$ cat config.mk
export PLATFORM = sky130hd
export DESIGN_NAME = receive_engine
export DESIGN_NICKNAME = d
export VERILOG_FILES = /design/src/rtl/receive_engine.sv
export SDC_FILE = /design/constraint.sdc
export NUM_CORES = 1
export LEC_CHECK = 0
export CAP_MARGIN = 20
export CORE_ASPECT_RATIO = 0.7
export CORE_UTILIZATION = 30
export CTS_BUF_LIST = sky130_fd_sc_hd__clkbuf_8
export CTS_CLUSTER_SIZE = 30
export DETAILED_ROUTE_END_ITERATION = 12
export PLACE_DENSITY = 0.49
export SYNTH_ARGS = -nofsm -noshare
export SYNTH_HDL_FRONTEND = slang
export SYNTH_SLANG_ARGS = --single-unit
export TNS_END_PERCENT = 20
$ cat constraint.sdc
create_clock -name clk -period 9.05 [get_ports clk]
set_clock_uncertainty 0.05 [all_clocks]
set_input_delay 0.905 -clock clk [delete_from_list [all_inputs] [get_ports clk]]
set_output_delay 0.905 -clock clk [all_outputs]
set_load 0.01 [all_outputs]
$ cat src/rtl/receive_engine.sv
// UART receiver: 2-flop synchronised Rx, mid-bit sampling, 7/8 data bits, optional parity.
// Presents the byte on UART_DS with sticky RxRDY/PERR/FERR/OVF status cleared by READS.
`timescale 1ns/1ps
module receive_engine #(
    parameter int unsigned DIV_OVERRIDE = 0,
    parameter int unsigned BT_W         = 19
) (
    input  logic       clk,
    input  logic       rst,
    input  logic       Rx,
    input  logic       EIGHT,
    input  logic       PEN,
    input  logic       OHEL,
    input  logic [3:0] BAUD,
    input  logic       READS,
    output logic [7:0] UART_DS,
    output logic       RxRDY,
    output logic       PERR,
    output logic       FERR,
    output logic       OVF
);

    typedef enum logic [1:0] {StIdle, StStart, StData, StDone} state_t;

    function automatic logic [BT_W-1:0] f_bit_time(input logic [3:0] baud);
        logic [BT_W-1:0] v;
        case (baud)
            4'h0:    v = BT_W'(333333);
            4'h1:    v = BT_W'(83333);
            4'h2:    v = BT_W'(41667);
            4'h3:    v = BT_W'(20833);
            4'h4:    v = BT_W'(10417);
            4'h5:    v = BT_W'(5208);
            4'h6:    v = BT_W'(2604);
            4'h7:    v = BT_W'(1736);
            4'h8:    v = BT_W'(868);
            4'h9:    v = BT_W'(434);
            4'hA:    v = BT_W'(217);
            default: v = BT_W'(109);
        endcase
        if (DIV_OVERRIDE != 0) v = BT_W'(DIV_OVERRIDE);
        return v;
    endfunction

    state_t          r_state, w_state_d;
    logic            r_rx_meta, r_rxs;
    logic [BT_W-1:0] r_cnt, r_bt;
    logic [3:0]      r_bitcnt;
    logic [9:0]      r_shift;
    logic            r_eight, r_pen, r_ohel;
    logic [7:0]      r_data;
    logic            r_rdy, r_perr, r_ferr, r_ovf;

    logic [BT_W-1:0] w_bt_sel;
    logic            w_tick;
    logic [3:0]      w_nbits, w_bitcnt_inc;
    logic [9:0]      w_frame;
    logic [7:0]      w_data;
    logic            w_par, w_perr, w_ferr;

    assign w_bt_sel     = f_bit_time(BAUD);
    assign w_tick       = (r_cnt == '0);
    assign w_nbits      = (r_eight ? 4'd8 : 4'd7) + {3'b000, r_pen} + 4'd1;
    assign w_bitcnt_inc = r_bitcnt + 4'd1;
    // Bits enter at the MSB, so the frame ends up left-justified in the shift register.
    assign w_frame      = r_shift >> (4'd10 - w_nbits);
    assign w_data       = r_eight ? w_frame[7:0] : {1'b0, w_frame[6:0]};
    assign w_par        = r_eight ? w_frame[8] : w_frame[7];
    assign w_perr       = r_pen & (^w_data ^ w_par ^ r_ohel);
    assign w_ferr       = ~w_frame[w_nbits - 4'd1];

    always_ff @(posedge clk or posedge rst) begin
        if (rst) begin
            r_rx_meta <= 1'b1;
            r_rxs     <= 1'b1;
        end else begin
            r_rx_meta <= Rx;
            r_rxs     <= r_rx_meta;
        end
    end

    always_ff @(posedge clk or posedge rst) begin
        if (rst) r_state <= StIdle;
        else     r_state <= w_state_d;
    end

    always_comb begin
        w_state_d = r_state;
        case (r_state)
            StIdle:  if (!r_rxs) w_state_d = StStart;
            StStart: if (w_tick) w_state_d = r_rxs ? StIdle : StData;
            StData:  if (w_tick && (w_bitcnt_inc == w_nbits)) w_state_d = StDone;
            StDone:  w_state_d = StIdle;
            default: w_state_d = StIdle;
        endcase
    end

    // Counters reload with N-1 so a terminal count of 0 spaces samples exactly N clks apart.
    always_ff @(posedge clk or posedge rst) begin
        if (rst) begin
            r_cnt    <= '0;
            r_bt     <= '0;
            r_bitcnt <= '0;
            r_shift  <= '0;
            r_eight  <= 1'b0;
            r_pen    <= 1'b0;
            r_ohel   <= 1'b0;
        end else begin
            case (r_state)
                StIdle: begin
                    if (!r_rxs) begin
                        r_eight <= EIGHT;
                        r_pen   <= PEN;
                        r_ohel  <= OHEL;
                        r_bt    <= w_bt_sel;
                        r_cnt   <= (w_bt_sel >> 1) - BT_W'(1);
                    end
                end
                StStart: begin
                    if (!w_tick) begin
                        r_cnt <= r_cnt - BT_W'(1);
                    end else if (!r_rxs) begin
                        r_cnt    <= r_bt - BT_W'(1);
                        r_bitcnt <= '0;
                    end
                end
                StData: begin
                    if (w_tick) begin
                        r_shift  <= {r_rxs, r_shift[9:1]};
                        r_bitcnt <= w_bitcnt_inc;
                        r_cnt    <= r_bt - BT_W'(1);
                    end else begin
                        r_cnt <= r_cnt - BT_W'(1);
                    end
                end
                default: ;
            endcase
        end
    end

    always_ff @(posedge clk or posedge rst) begin
        if (rst) begin
            r_data <= '0;
            r_rdy  <= 1'b0;
            r_perr <= 1'b0;
            r_ferr <= 1'b0;
            r_ovf  <= 1'b0;
        end else if (r_state == StDone) begin
            r_data <= w_data;
            r_rdy  <= 1'b1;
            r_perr <= w_perr;
            r_ferr <= w_ferr;
            r_ovf  <= ~READS & (r_rdy | r_ovf);
        end else if (READS) begin
            r_rdy  <= 1'b0;
            r_perr <= 1'b0;
            r_ferr <= 1'b0;
            r_ovf  <= 1'b0;
        end
    end

    assign UART_DS = r_data;
    assign RxRDY   = r_rdy;
    assign PERR    = r_perr;
    assign FERR    = r_ferr;
    assign OVF     = r_ovf;

endmodule

==> results.py <==
metrics = {
    "status": {
        "status": "finished clean",
    },
    "route": {
        "ant_nets": 0,
        "drt-initial-drc-count": 377,
        "vias": 3989,
        "wl_mm": 12.6,
        "avgViaCountPerCell": 5.47,
        "first_pass_iters": 5,
        "wl_per_cell_um": 17.3,
        "route.detailed.drc": 0,
    },
    "yosys": {
        "synth_seq_cells": 70,
        "synth.avg_cell_area_um2": 8.93,
        "seq_area_frac_synth": 0.379,
        "ys_warn_count": 0,
        "ys_async_sr_fraction": 1.00,
        "syn_area_mm2": 0.00463,
        "synth_edf_count": 0,
        "synthFlopType": "dfrtp_1",
        "synth_fp_nets": 545,
        "syn_inst": 518,
        "yosysUniqueCellTypes": 68,
    },
    "clock_tree": {
        "numCtsBuffers": 9,
        "cts.hold.buffers_added": 0,
        "path_clk_slew_ns": 0.08,
        "htree_levels": 3,
        "tritoncts": "yes",
        "postCtsSetupRepairBufs": 0,
        "cts_resized": 0,
        "cts_num_sinks": 70,
        "cts_root_buffer": "clkbuf_8",
        "cts_buffer_depth": 2,
        "clk_latency_ns": 0.37,
    },
    "placed_design": {
        "io_buffers": 22,
        "place_inst": 713,
        "hpwl_mm": 9.20,
        "gp_congestion": 0.852,
        "place_ws_ns": 4.65,
    },
    "timing": {
        "worst_pin_slew_ns": 0.920,
        "slew_violations": 0,
        "slew_headroom": 0.387,
        "finalWorstSetupSlack_ns": 4.94,
        "hold_violations": 0,
        "rsz0062_at_grt": "no",
        "tns_ns": 0,
        "final.min_clock_period_ns": 4.11,
        "fmax_mhz": 243,
        "finalSetupViolCount": 0,
        "fin_crit_sh": 0.454,
    },
    "final_layout": {
        "layout_common_cells": "dfrtp_1, nand2_1, o21ai_0",
        "final_cells": 729,
        "final_common_cell": "dfrtp_1",
        "area_delta_synth_final_pct": 12.2,
        "drive_gt1_frac": 0.116,
        "diodes": 0,
        "nets": 556,
        "n_fill_cell": 1501,
        "utilization": 0.350,
    },
    "grt": {
        "grtUsageTotal": 0.172,
        "grt_pass1_vias": 3705,
        "grt.overflow.total": 0,
        "grt_pass1_wl_mm": 20.9,
        "grt_max_degree": 71,
        "antenna_found_initial": 0,
    },
    "power": {
        "pwr-share-clk": 0.153,
        "netSwitchingFraction": 0.466,
        "comb_power_share": 0.517,
        "p_leak_uw": 0.00212,
        "ir_drop_uv": 141,
        "seqPwrFrac": 0.330,
        "internal-power_uw": 839,
        "p_per_area_mw_per_mm2": 302,
        "p_switching_uw": 731,
    },
    "hold_path": {
        "hold_path.class": "flop to flop",
    },
    "floorplanning": {
        "die_w_um": 150,
        "coreArea_mm2": 0.0149,
        "num_rows": 37,
        "dieArea_mm2": 0.0159,
        "ios": 23,
        "initial_utilization": 0.311,
        "die_h_um": 106,
    },
    "setup_path": {
        "cp_max_fo": 8,
        "endpoint_kind": "flop",
        "cp.required_ns": 9.25,
        "crit_type": "input port to flop",
        "crit_path_start_kind": "input port",
        "crit_arrival_ns": 4.31,
    },
    "run": {
        "max_cap_violations": 0,
    },
}
==> power groups by stage <==
stage	sequential [uW]	clock (uW)	combinational (uW)
2_1_floorplan	485	0	620
3_3_place_gp	518	0	806
3_5_place_dp	519	0	803
4_1_cts	514	251	806
5_1_grt	533	265	903
6_report	518	240	812
==> through the flow <==
step	power (uW)	cell area [um2]	hold WS (ns)
final	1570	5190	0.303
after global routing	1700	5190	0.315
after CTS	1570	5190	0.309
after detailed placement	1320	5010	0.297
after global placement	1320	5010	0.298
after floorplan	1110	4630	0.295
==> routing by layer <==
metal / vias up / GRT usage / share of wire
met4: 0 / 0.0462 / 0.013
met2: 121 / 0.215 / 0.37
met1: 1945 / 0.281 / 0.55
met3: 19 / 0.0399 / 0.063
li1: 1904 / - / -
met5: - / 0 / 0
==> path summary, 6_finish.rpt <==
check | from | to | slack (ns) | cells past startpoint
worst max-delay path | BAUD[0] | r_cnt[12] | 4.94 | 11
worst min-delay path | r_rx_meta | r_rxs | 0.30 | 0
worst max register to register | r_state[0] | r_cnt[9] | 5.32 | 11
worst min register to register | r_rx_meta | r_rxs | 0.30 | 0
max in group asynchronous | rst | r_cnt[16] | 7.27 | 3
min in group asynchronous | rst | r_shift[3] | 1.07 | 3
==> critical path: stages <==
cell and delay [ns]:
clkdlybuf4s50_1 0.63, inv_1 0.16, ha_1 0.36, and2_1 0.19, o31ai_1 0.34, o21ai_0 0.22, a211o_1 0.36, nor4_1 0.65
a21boi_0 0.19, o21ai_0 0.19, o21ai_0 0.10
==> synthesized netlist by cell type (5+ instances only) <==
cell type	count	share of area
dfrtp_1	68	0.37
nand2_1	66	0.054
o21ai_0	50	0.054
nor2_1	38	0.031
a21oi_1	28	0.030
mux2_2	21	0.051
inv_1	18	0.015
clkbuf_1	16	0.013
ha_1	16	0.043
a31oi_1	13	0.018
xnor2_1	13	0.025
nor4_1	10	0.014
nand2b_1	9	0.012
nor3_1	9	0.0097
o31ai_1	9	0.015
a211oi_1	7	0.011
and2_1	7	0.0095
mux2i_1	7	0.015
nand3_1	7	0.0076
nor2b_1	7	0.0095
xor2_1	6	0.011
buf_1	5	0.0041
buf_2	5	0.0054
==> final cells by class <==
type	instances	area, um2	share of cell area
Clock buffer	9	124	0.0238
Clock inverter	7	56.3	0.0108
Inverter	18	67.6	0.0130
Multi-Input combinational cell	403	2690	0.518
Sequential cell	70	1750	0.338
Tap cell	195	244	0.0470
Timing Repair Buffer	27	258	0.0496
==> logic make-up after synthesis <==
family,Yosys count,share of synthesized area
adders and majority gates,16,0.0433
xor gates and xnor gates,20,0.0408
AOI/OAI and AO/OA,155,0.219
and+or+nand+nor,180,0.192
muxes,32,0.0857
buffers and inverters,45,0.0395
DFF,70,0.379
==> flip-flops by register name (all words and copies together) (netlist names), named ones only <==
| signal | count |
|---|---|
| RxRDY | 1 |
| r_shift | 10 |
| r_rxs | 1 |
| UART_DS | 8 |
| FERR | 1 |
| r_pen | 1 |
| r_bt | 18 |
| r_ohel | 1 |
| PERR | 1 |
| r_eight | 1 |
| OVF | 1 |
| r_rx_meta | 1 |
| r_bitcnt | 4 |
| r_cnt | 19 |
| r_state | 1 |
(Power assumes the default switching activity.)
